--- src/rtl/uart_buffered_core_pkg.sv ---
// Shared encodings and parity helpers for the buffered UART core.
package uart_buffered_core_pkg;

    localparam int OVERSAMPLE = 16;

    localparam logic [1:0] PAR_NONE  = 2'b00;
    localparam logic [1:0] PAR_EVEN  = 2'b01;
    localparam logic [1:0] PAR_ODD   = 2'b10;
    localparam logic [1:0] PAR_NONE3 = 2'b11;

    typedef enum logic [2:0] {
        RX_IDLE, RX_START, RX_DATA, RX_PAR, RX_STOP
    } rx_state_e;

    typedef enum logic [2:0] {
        TX_IDLE, TX_START, TX_DATA, TX_PAR, TX_STOP
    } tx_state_e;

    function automatic logic par_en(input logic [1:0] mode);
        return (mode == PAR_EVEN) || (mode == PAR_ODD);
    endfunction

    // Parity bit that brings the total count of ones to the mode's target.
    function automatic logic par_bit(input logic [1:0] mode, input logic data_xor);
        return data_xor ^ (mode == PAR_ODD);
    endfunction

endpackage

--- src/rtl/uart_sync_fifo.sv ---
// First-word-fall-through FIFO; a push into an empty FIFO shows up one cycle later.
module uart_sync_fifo #(
    parameter int WIDTH = 8,
    parameter int AW    = 4
) (
    input  logic             i_clock,
    input  logic             i_reset,
    input  logic [WIDTH-1:0] i_wdata,
    input  logic             i_push,
    input  logic             i_pop,
    output logic [WIDTH-1:0] o_rdata,
    output logic             o_full,
    output logic [AW:0]      o_count
);
    localparam int DEPTH = 1 << AW;

    logic [WIDTH-1:0] mem_q [DEPTH];
    logic [AW-1:0]    wptr_q, rptr_q;
    logic [AW:0]      cnt_q, cnt_d;
    logic             push_ok, pop_ok;

    assign pop_ok  = i_pop && (cnt_q != '0);
    assign push_ok = i_push && (!o_full || pop_ok);
    assign o_full  = (cnt_q == (AW+1)'(DEPTH));
    assign o_count = cnt_q;
    assign o_rdata = (cnt_q == '0) ? '0 : mem_q[rptr_q];

    always_comb begin
        cnt_d = cnt_q;
        case ({push_ok, pop_ok})
            2'b10:   cnt_d = cnt_q + 1'b1;
            2'b01:   cnt_d = cnt_q - 1'b1;
            default: cnt_d = cnt_q;
        endcase
    end

    always_ff @(posedge i_clock) begin
        if (push_ok) mem_q[wptr_q] <= i_wdata;
    end

    always_ff @(posedge i_clock or negedge i_reset) begin
        if (!i_reset) begin
            wptr_q <= '0;
            rptr_q <= '0;
            cnt_q  <= '0;
        end else begin
            if (push_ok) wptr_q <= wptr_q + 1'b1;
            if (pop_ok)  rptr_q <= rptr_q + 1'b1;
            cnt_q <= cnt_d;
        end
    end

endmodule

--- src/rtl/uart_buffered_core.sv ---
// UART with run-time baud divisor and parity, RX/TX engines and FIFOs on both sides.
module uart_buffered_core
    import uart_buffered_core_pkg::*;
#(
    parameter int DBIT    = 8,
    parameter int SB_TICK = 16,
    parameter int DIV_W   = 8,
    parameter int FIFO_AW = 4
) (
    input  logic             i_clock,
    input  logic             i_reset,
    input  logic [DIV_W-1:0] i_divisor,
    input  logic [1:0]       i_parity_mode,
    input  logic             i_rx,
    output logic             o_tx,
    input  logic [DBIT-1:0]  i_tx_data,
    input  logic             i_tx_valid,
    output logic             o_tx_ready,
    output logic             o_tx_busy,
    output logic [DBIT-1:0]  o_rx_data,
    output logic             o_rx_parity_err,
    output logic             o_rx_frame_err,
    output logic             o_rx_valid,
    input  logic             i_rx_ready,
    output logic             o_rx_overrun,
    input  logic             i_clear_err
);
    localparam int SW = 6;
    localparam int NW = $clog2(DBIT + 1);
    localparam logic [SW-1:0] S_MID  = SW'(OVERSAMPLE/2 - 1);
    localparam logic [SW-1:0] S_BIT  = SW'(OVERSAMPLE - 1);
    localparam logic [SW-1:0] S_STOP = SW'(SB_TICK - 1);
    localparam logic [NW-1:0] N_LAST = NW'(DBIT - 1);

    // ---------------- tick generator ----------------
    logic [DIV_W-1:0] tcnt_q, div_q;
    logic             tick;

    assign tick = (tcnt_q == div_q);

    always_ff @(posedge i_clock or negedge i_reset) begin
        if (!i_reset) begin
            tcnt_q <= '0;
            div_q  <= '0;
        end else if (tick) begin
            tcnt_q <= '0;
            div_q  <= i_divisor;
        end else begin
            tcnt_q <= tcnt_q + 1'b1;
        end
    end

    // ---------------- RX synchroniser ----------------
    logic [1:0] sync_q;
    logic       rx_prev_q, rx_s;

    assign rx_s = sync_q[1];

    always_ff @(posedge i_clock or negedge i_reset) begin
        if (!i_reset) begin
            sync_q    <= 2'b11;
            rx_prev_q <= 1'b1;
        end else begin
            sync_q    <= {sync_q[0], i_rx};
            rx_prev_q <= rx_s;
        end
    end

    // ---------------- FIFOs ----------------
    logic [DBIT+1:0]  rx_wdata, rx_rdata;
    logic             rx_push, rx_pop, rx_full;
    logic [FIFO_AW:0] rx_count;
    logic [DBIT-1:0]  tx_rdata;
    logic             tx_push, tx_pop, tx_full, tx_empty;
    logic [FIFO_AW:0] tx_count;

    assign rx_pop   = o_rx_valid && i_rx_ready;
    assign tx_push  = i_tx_valid && !tx_full;
    assign tx_empty = (tx_count == '0);

    uart_sync_fifo #(.WIDTH(DBIT+2), .AW(FIFO_AW)) u_rx_fifo (
        .i_clock (i_clock),
        .i_reset (i_reset),
        .i_wdata (rx_wdata),
        .i_push  (rx_push),
        .i_pop   (rx_pop),
        .o_rdata (rx_rdata),
        .o_full  (rx_full),
        .o_count (rx_count)
    );

    uart_sync_fifo #(.WIDTH(DBIT), .AW(FIFO_AW)) u_tx_fifo (
        .i_clock (i_clock),
        .i_reset (i_reset),
        .i_wdata (i_tx_data),
        .i_push  (tx_push),
        .i_pop   (tx_pop),
        .o_rdata (tx_rdata),
        .o_full  (tx_full),
        .o_count (tx_count)
    );

    // ---------------- RX engine ----------------
    rx_state_e       rx_state_q, rx_state_d;
    logic [SW-1:0]   rx_s_q, rx_s_d;
    logic [NW-1:0]   rx_n_q, rx_n_d;
    logic [DBIT-1:0] rx_b_q, rx_b_d;
    logic [1:0]      rx_mode_q, rx_mode_d;
    logic            rx_par_q, rx_par_d;
    logic            rx_perr, overrun_q;

    assign rx_perr  = par_en(rx_mode_q) && ((^rx_b_q ^ rx_par_q) != (rx_mode_q == PAR_ODD));
    assign rx_wdata = {rx_perr, !rx_s, rx_b_q};

    always_comb begin
        rx_state_d = rx_state_q;
        rx_s_d     = rx_s_q;
        rx_n_d     = rx_n_q;
        rx_b_d     = rx_b_q;
        rx_mode_d  = rx_mode_q;
        rx_par_d   = rx_par_q;
        rx_push    = 1'b0;
        case (rx_state_q)
            RX_IDLE: if (rx_prev_q && !rx_s) begin
                rx_state_d = RX_START;
                rx_s_d     = '0;
                rx_mode_d  = i_parity_mode;
            end
            RX_START: if (tick) begin
                if (rx_s_q == S_MID) begin
                    rx_s_d     = '0;
                    rx_n_d     = '0;
                    rx_state_d = rx_s ? RX_IDLE : RX_DATA;
                end else rx_s_d = rx_s_q + 1'b1;
            end
            RX_DATA: if (tick) begin
                if (rx_s_q == S_BIT) begin
                    rx_s_d = '0;
                    rx_b_d = {rx_s, rx_b_q[DBIT-1:1]};
                    if (rx_n_q == N_LAST) rx_state_d = par_en(rx_mode_q) ? RX_PAR : RX_STOP;
                    else                  rx_n_d     = rx_n_q + 1'b1;
                end else rx_s_d = rx_s_q + 1'b1;
            end
            RX_PAR: if (tick) begin
                if (rx_s_q == S_BIT) begin
                    rx_s_d     = '0;
                    rx_par_d   = rx_s;
                    rx_state_d = RX_STOP;
                end else rx_s_d = rx_s_q + 1'b1;
            end
            RX_STOP: if (tick) begin
                if (rx_s_q == S_STOP) begin
                    rx_push    = 1'b1;
                    rx_state_d = RX_IDLE;
                end else rx_s_d = rx_s_q + 1'b1;
            end
            default: rx_state_d = RX_IDLE;
        endcase
    end

    always_ff @(posedge i_clock or negedge i_reset) begin
        if (!i_reset) begin
            rx_state_q <= RX_IDLE;
            rx_s_q     <= '0;
            rx_n_q     <= '0;
            rx_b_q     <= '0;
            rx_mode_q  <= PAR_NONE;
            rx_par_q   <= 1'b0;
            overrun_q  <= 1'b0;
        end else begin
            rx_state_q <= rx_state_d;
            rx_s_q     <= rx_s_d;
            rx_n_q     <= rx_n_d;
            rx_b_q     <= rx_b_d;
            rx_mode_q  <= rx_mode_d;
            rx_par_q   <= rx_par_d;
            // A drop in the same cycle as a clear leaves the flag set.
            if (rx_push && rx_full && !rx_pop) overrun_q <= 1'b1;
            else if (i_clear_err)             overrun_q <= 1'b0;
        end
    end

    // ---------------- TX engine ----------------
    tx_state_e       tx_state_q, tx_state_d;
    logic [SW-1:0]   tx_s_q, tx_s_d;
    logic [NW-1:0]   tx_n_q, tx_n_d;
    logic [DBIT-1:0] tx_b_q, tx_b_d;
    logic            tx_paren_q, tx_paren_d;
    logic            tx_par_q, tx_par_d;
    logic            tx_q, tx_d, tx_load;

    always_comb begin
        tx_state_d = tx_state_q;
        tx_s_d     = tx_s_q;
        tx_n_d     = tx_n_q;
        tx_b_d     = tx_b_q;
        tx_paren_d = tx_paren_q;
        tx_par_d   = tx_par_q;
        tx_load    = 1'b0;
        tx_pop     = 1'b0;
        tx_d       = 1'b1;
        case (tx_state_q)
            TX_IDLE: begin
                tx_d    = 1'b1;
                tx_load = !tx_empty;
            end
            TX_START: begin
                tx_d = 1'b0;
                if (tick) begin
                    if (tx_s_q == S_BIT) begin
                        tx_s_d     = '0;
                        tx_n_d     = '0;
                        tx_state_d = TX_DATA;
                    end else tx_s_d = tx_s_q + 1'b1;
                end
            end
            TX_DATA: begin
                tx_d = tx_b_q[0];
                if (tick) begin
                    if (tx_s_q == S_BIT) begin
                        tx_s_d = '0;
                        tx_b_d = tx_b_q >> 1;
                        if (tx_n_q == N_LAST) tx_state_d = tx_paren_q ? TX_PAR : TX_STOP;
                        else                  tx_n_d     = tx_n_q + 1'b1;
                    end else tx_s_d = tx_s_q + 1'b1;
                end
            end
            TX_PAR: begin
                tx_d = tx_par_q;
                if (tick) begin
                    if (tx_s_q == S_BIT) begin
                        tx_s_d     = '0;
                        tx_state_d = TX_STOP;
                    end else tx_s_d = tx_s_q + 1'b1;
                end
            end
            TX_STOP: begin
                tx_d = 1'b1;
                if (tick) begin
                    if (tx_s_q == S_STOP) begin
                        tx_state_d = TX_IDLE;
                        tx_load    = !tx_empty;
                    end else tx_s_d = tx_s_q + 1'b1;
                end
            end
            default: tx_state_d = TX_IDLE;
        endcase
        // Frame start: pop the head word and latch this frame's parity mode.
        if (tx_load) begin
            tx_pop     = 1'b1;
            tx_state_d = TX_START;
            tx_s_d     = '0;
            tx_b_d     = tx_rdata;
            tx_paren_d = par_en(i_parity_mode);
            tx_par_d   = par_bit(i_parity_mode, ^tx_rdata);
        end
    end

    // o_tx follows the current state one cycle late, so it comes straight off a flop.
    always_ff @(posedge i_clock or negedge i_reset) begin
        if (!i_reset) begin
            tx_state_q <= TX_IDLE;
            tx_s_q     <= '0;
            tx_n_q     <= '0;
            tx_b_q     <= '0;
            tx_paren_q <= 1'b0;
            tx_par_q   <= 1'b0;
            tx_q       <= 1'b1;
        end else begin
            tx_state_q <= tx_state_d;
            tx_s_q     <= tx_s_d;
            tx_n_q     <= tx_n_d;
            tx_b_q     <= tx_b_d;
            tx_paren_q <= tx_paren_d;
            tx_par_q   <= tx_par_d;
            tx_q       <= tx_d;
        end
    end

    assign o_tx            = tx_q;
    assign o_tx_ready      = !tx_full;
    assign o_tx_busy       = (tx_state_q != TX_IDLE) || !tx_empty;
    assign o_rx_valid      = (rx_count != '0);
    assign o_rx_data       = rx_rdata[DBIT-1:0];
    assign o_rx_frame_err  = rx_rdata[DBIT];
    assign o_rx_parity_err = rx_rdata[DBIT+1];
    assign o_rx_overrun    = overrun_q;

endmodule

--- config.mk ---
export PLATFORM = sky130hd
export DESIGN_NAME = uart_buffered_core
export DESIGN_NICKNAME = d
export VERILOG_FILES = /design/src/rtl/uart_buffered_core_pkg.sv /design/src/rtl/uart_sync_fifo.sv /design/src/rtl/uart_buffered_core.sv
export SDC_FILE = /design/constraint.sdc
export NUM_CORES = 1
export LEC_CHECK = 0
export CAP_MARGIN = 10
export CORE_MARGIN = 2
export CORE_UTILIZATION = 35
export CTS_CLUSTER_DIAMETER = 200
export DETAILED_ROUTE_END_ITERATION = 10
export SLEW_MARGIN = 20
export SYNTH_ARGS = -nofsm -noshare
export SYNTH_HDL_FRONTEND = slang
export SYNTH_HIERARCHICAL = 1
export SYNTH_SLANG_ARGS = --single-unit
--- constraint.sdc ---
create_clock -name i_clock -period 4.05 [get_ports i_clock]
set_input_delay 0.81 -clock i_clock [delete_from_list [all_inputs] [get_ports i_clock]]
set_output_delay 0.81 -clock i_clock [all_outputs]
set_load 0.05 [all_outputs]
**After elaboration in Yosys (flattened, before gate mapping)**

Memory sizes are Yosys's and may differ from the RTL's.
Index checks and enable logic that the tools add are counted.

- Bits in registers: 94
- Bits in latches: 0
- Memory bits (writable): 288
- Memory bits (read-only): 0
- Bits of input ports: 24
- Output and inout port bits: 15
- Logic and storage cells: 221
- Memories: 2

Memories:

| name | words | bits a word | rd ports | clocked after memory_dff | write ports | line | source |
|---|---|---|---|---|---|---|---|
| u_rx_fifo.mem_q | 16 | 10 | 1 | 0 | 1 | uart_sync_fifo.sv:17 | `logic [WIDTH-1:0] mem_q [DEPTH];` |
| u_tx_fifo.mem_q | 16 | 8 | 1 | 0 | 1 | uart_sync_fifo.sv:17 |  |

- $add $sub $neg: 13
- $mul: 0
- Divide/modulo/power cells: 0
- Order comparisons: 0
- Equal/unequal tests: 55
- Shift-type cells: 0
- Muxes and demuxes: 74
- Bitwise gates (word level): 2
- Reduce and logical (&&, ||, !) cells: 51

Operators by type and width:

| operator | count |
|---|---|
| 6-bit two-way mux | 12 |
| 3-bit two-way mux | 22 |
| 8-bit two-way mux | 6 |
| 4-bit two-way mux | 10 |
| 2-bit != test (second input constant) | 18 |
| 3-bit != test (second input constant) | 10 |
| 3-bit case mux with 5 select lines | 2 |
| 4-bit by 1-bit adder with 4-bit output (second input constant) | 6 |
| 6-bit case mux with 4 select lines | 1 |
| 5-bit case mux with 2 select lines | 2 |
| 10-bit AND reduction | 2 |
| 6-bit AND reduction | 3 |
| 4-bit case mux with 2 select lines | 2 |
| 2-bit nonzero test | 8 |
| 8-bit parity | 2 |
| 6-bit by 1-bit adder with 6-bit output (second input constant) | 2 |
| 3-bit by 2-bit == test with 1-bit output (second input constant) | 4 |
| 6-bit by 4-bit == test with 1-bit output (second input constant) | 2 |
| 1-bit two-way mux | 12 |
| 6-bit case mux with 2 select lines | 1 |
| 5-bit by 1-bit adder with 5-bit output (second input constant) | 2 |
| 5-bit == test (second input constant) | 2 |
| 1-bit logical AND | 10 |
| 5-bit logical NOT | 2 |
| 28 further kinds | 52 |

**Depth between registers and ports, before layout**

- Depth in word-level cells: 11
- Gate-level depth with buffers: 15
- Gate-level depth less buffers: 14

**By module**

The synthesis kept the hierarchy.

By module, submodules not included:

| module | times used | cells an instance | area an instance (um2) | seq. area each (um2) |
|---|---|---|---|---|
| uart_sync_fifo (u_rx_fifo) | 1 | 349 | 7001.7 | 5129.9 |
| uart_sync_fifo (u_tx_fifo) | 1 | 299 | 5865.6 | 4169.0 |
| uart_buffered_core | 1 | 376 | 3607.2 | 1706.6 |

**Worst setup path before layout**

No wires, ideal clock.

- Path type: register to register
- From: register tcnt_q[2]
- To: memory u_rx_fifo/mem_q[3][0] (netlist bit) (enable)
- Library setup time: 0.390 ns
- Data arrival time: 3.104 ns
- Required time: 3.660 ns
- Slack: 0.556 ns
- Cell stages (with the launch flop): 11
- Buffers on the path: 1
- Period minus slack after synthesis: 3.494 ns
- Cell sequence: dfrtp_1 xor2_1 nor4_2 and2_1 buf_4 nand3_1 nor3_1 inv_1 a31oi_2 nand2_1 nor3_1

- Longest elaborated chain between the ends: 6

RTL lines:

| item | line | source |
|---|---|---|
| start, declared | uart_buffered_core.sv:36 | `logic [DIV_W-1:0] tcnt_q, div_q;` |
| start signal, assigned | uart_buffered_core.sv:49 | `tcnt_q <= tcnt_q + 1'b1;` |
| 8-bit == test | uart_buffered_core.sv:39 | `assign tick = (tcnt_q == div_q);` |
| 1-bit two-way mux | uart_buffered_core.sv:151 | `RX_STOP: if (tick) begin` |
| 1-bit two-way mux | uart_buffered_core.sv:123 | `case (rx_state_q)` |
| via rx_push | uart_buffered_core.sv:71 | `logic rx_push, rx_pop, rx_full;` |
| 1-bit logical AND | uart_sync_fifo.sv:23 | `assign push_ok = i_push && (!o_full \|\| pop_ok);` |
| 1-bit two-way mux | uart_sync_fifo.sv:38 | `if (push_ok) mem_q[wptr_q] <= i_wdata;` |
| 1-bit two-way mux (not written as such) | uart_sync_fifo.sv:38 |  |
| end, declared | uart_sync_fifo.sv:17 |  |

The timed path passes the listed nets, and every way through them passes these cells.

**Worst setup path in the final report**

- From: register u_rx_fifo.rptr_q[0]
- To: output o_rx_data[7]

- Longest elaborated chain between the ends: 2

RTL lines:

| item | line | source |
|---|---|---|
| start, declared | uart_sync_fifo.sv:18 | `logic [AW-1:0] wptr_q, rptr_q;` |
| start signal, assigned | uart_sync_fifo.sv:48 | `if (pop_ok) rptr_q <= rptr_q + 1'b1;` |
| memory read 16 x 10 bit | n/a |  |
| 10-bit two-way mux | uart_sync_fifo.sv:26 | `assign o_rdata = (cnt_q == '0) ? '0 : mem_q[rptr_q];` |
| end, declared | uart_buffered_core.sv:20 | `output logic [DBIT-1:0] o_rx_data,` |

No other way between the ends.

==> flow_summary.json <==
{
  "antenna_found_initial": 0,
  "ys_types": 67,
  "synth_top_area_share_pct": 52.49,
  "synthToLayoutAreaGrowth_pct": 16.43,
  "synth_top_cell_by_area": "edfxtp_1",
  "grt_max_degree": 62,
  "setup_tns_ps": 0,
  "fin_skew_ps": 31.18,
  "synth_ff_type": "edfxtp_1",
  "ant_nets": 0,
  "power_w": 0.01067,
  "drive_gt1_share_pct": 20.78,
  "worstSetupPathType": "reg -> out",
  "hold_path_class": "in -> async",
  "via_count": 8800,
  "switching_share_pct": 28.06,
  "slew_viol_final": 0,
  "period_share_pct": 94.50,
  "status": "completed",
  "netlist_instances": 1024,
  "end_kind": "output port",
  "placed_cells": 1674,
  "grt_first_pass_wirelength_um": 51640,
  "fillers": 4199,
  "ys_ff_latch": 382,
  "drcViolationCount": 0,
  "fmax_mhz": 261.3,
  "instances_no_fill": 1757,
  "slew_headroom_pct": 45.12,
  "port_buffers": 38,
  "grt_pass1_vias": 8913,
  "power_per_cell_area_nw_per_um2": 556.5,
  "p_int_w": 0.007679,
  "numClockSinks": 382,
  "clk_pin_slew_ps": 60,
  "wl_um": 32840,
  "drv_cap": 0,
  "die_y_um": 221.0,
  "avgSynthCellArea_um2": 16.09,
  "p_sw_w": 0.002996,
  "cts.path.max_buffers": 3,
  "finalSetupViolCount": 0,
  "cts_made_buffers": 42,
  "die_w_um": 221.0,
  "dp_hpwl_um": 20170,
  "grt_usage_pct": 13.52,
  "grt_overflow": 0,
  "num_rows": 79,
  "antenna_cells": 0,
  "ys_seq_area_share_pct": 66.80,
  "peakVddDrop_mv": 0.4351,
  "cp.required_ps": 3240,
  "sequentialPowerShare_pct": 44.1,
  "tightest_slew_ps": 823.3,
  "wire_per_inst_um": 18.69,
  "cts_tree": "built",
  "hold_viol": 0,
  "critical_path.startpoint_type": "register",
  "hold_buffers": 0,
  "p_comb_share_pct": 20.2,
  "viasPerCell": 5.009,
  "h-tree-depth": 2,
  "clock_power_share_pct": 35.7,
  "rsz0062_at_grt": "no",
  "synth_fp_nets": 1073,
  "cts-root-buf": "clkbuf_16",
  "crit_arrival_ps": 3020,
  "core_um2": 46460,
  "drtIter0Drc": 522,
  "start_util_pct": 35.46,
  "synth_area_leaders": "edfxtp_1 (52%), dfrtp_1 (14%), mux4_2 (8.5%)",
  "synth_edf_count": 288,
  "final_util_pct": 41.29,
  "synthArstFlopShare_pct": 24.61,
  "dr.pass1.iters": 4,
  "leakagePower_nw": 7.107,
  "ys_warn_count": 6,
  "io_pins": 39,
  "netlist_area_um2": 16470,
  "nNetsFinal": 1167,
  "finalCriticalPeriod_ps": 3827,
  "globalplace.congestion": 0.7685,
  "worstPathMaxFanout": 22,
  "clkLatencyLatePin_ps": 570,
  "dieArea_um2": 48820
}
## layer usage
| metal | vias to the layer above | wire length, um | GRT usage [%] | share of wire (%) |
|---|---|---|---|---|
| li1 | 4111 | - | - | - |
| met1 | 4476 | 14930 | 18.40 | 45 |
| met2 | 165 | 16130 | 22.30 | 49 |
| met3 | 48 | 1144 | 2.284 | 3.5 |
| met4 | 0 | 638 | 4.048 | 1.9 |
| met5 | - | 0 | 0 | 0 |
## registers in the layout, indices dropped and copies added (netlist names), 6 cells and up
name,cells
div_q,8
rx_b_q,8
rx_s_q,6
tcnt_q,8
tx_b_q,8
tx_s_q,6
u_rx_fifo/mem_q,160
u_tx_fifo/mem_q,128
## power groups by stage
stage	combinational [W]	clock (W)	sequential, W
finish	0.00216	0.00381	0.00471
global route	0.00235	0.00407	0.00474
CTS	0.00208	0.00392	0.00476
detailed placement	0.00202	0	0.00486
global placement	0.00198	0	0.00485
floorplan	0.00161	0	0.00467
## synth_stat cells (5+ instances only)
| library cell | instances |
|---|---|
| o211ai_1 | 8 |
| nand2b_1 | 8 |
| mux2i_1 | 30 |
| inv_1 | 25 |
| and2_1 | 6 |
| and3_1 | 6 |
| edfxtp_1 | 288 |
| ha_1 | 23 |
| buf_2 | 14 |
| o21ai_1 | 20 |
| mux4_2 | 62 |
| o31ai_1 | 5 |
| nor3_1 | 20 |
| xnor2_1 | 37 |
| nor2b_1 | 5 |
| nand3_1 | 26 |
| nor2_1 | 60 |
| xor2_1 | 16 |
| nand2_1 | 82 |
| a21oi_1 | 31 |
| clkbuf_1 | 9 |
| buf_4 | 7 |
| mux4_1 | 10 |
| dfrtp_1 | 90 |
| mux2_2 | 32 |
| o21ai_0 | 25 |
| buf_1 | 5 |
## metrics by stage
stage / instance area [um2] / hold slack [ps] / setup slack, ps
3_5_place_dp: 17710 / 352.5 / 295.5
4_1_cts: 19110 / 346.7 / 16.26
3_3_place_gp: 17710 / 351.8 / 326.3
6_report: 19180 / 320.5 / 222.6
2_1_floorplan: 16470 / 345.2 / 556.3
5_1_grt: 19180 / 364.3 / 121.9
## cell type report
type                       count  area, um2  area share [%]
clock buffer                  53       1092           5.695
clock inverter                23      284.0           1.481
inverter                      25      93.84          0.4892
multi-input combinational    575       5109           26.63
sequential                   382      11010           57.40
tap                          607      759.5           3.960
timing repair buffer          92      832.0           4.338
## what timing repair did
item                       CTS  global route
setup endpoints to repair   10             5
buffers inserted             1             6
gates resized for setup      4             3
## path summary, 6_finish.rpt
| kind | startpoint | to | slack, ps | cells past startpoint |
|---|---|---|---|---|
| worst min-delay path | i_reset | rx_s_q[2]$_DFFE_PN0P_ | 320 | 1 |
| worst min register to register | sync_q[0]$_DFF_PN1_ | sync_q[1]$_DFF_PN1_ | 360 | 0 |
| min in group i_clock | sync_q[0]$_DFF_PN1_ | sync_q[1]$_DFF_PN1_ | 360 | 0 |
| worst max register to register | tcnt_q[2]$_DFF_PN0_ | u_tx_fifo/o_count[4]$_DFFE_PN0P_ | 700 | 12 |
| worst max-delay path | u_rx_fifo/rptr_q[0]$_DFFE_PN0N_ | o_rx_data[7] | 220 | 5 |
| max in group asynchronous | i_reset | rx_prev_q$_DFF_PN1_ | 2900 | 2 |
## cell usage in the layout, fill, tap and decap left out, drive strengths merged, types with 21 or more instances in the layout
cell type,synthesis,layout
a21oi,33,33
buf,32,55
clkbuf,10,53
clkdlybuf4s50,0,31
dfrtp,90,90
edfxtp,288,288
ha,23,23
inv,25,27
mux2,37,37
mux2i,30,30
mux4,72,72
nand2,83,83
nand3,27,27
nor2,61,61
nor3,21,21
o21ai,45,45
xnor2,37,37
## critical path, stage by stage (launching register included)
cell             delay, ps
dfrtp_2                350
buf_4                  370
mux4_2                 560
mux2i_1                240
a21oi_1                150
clkdlybuf4s50_1        760
## logic make-up (layout without fill, tap and decap cells)
logic type | Yosys count | in the layout | synth area share [%]
AO/OA/AOI/OAI | 118 | 118 | 4.511
XOR/XNOR | 53 | 53 | 2.818
adder cells (fa/ha/maj) | 25 | 25 | 1.990
buffers and inverters | 67 | 193 | 2.202
flip-flops | 382 | 382 | 66.80
multiplexers | 139 | 139 | 14.51
AND/OR/NAND/NOR | 240 | 240 | 7.162
No activity file was read; power rests on OpenSTA's default activity.
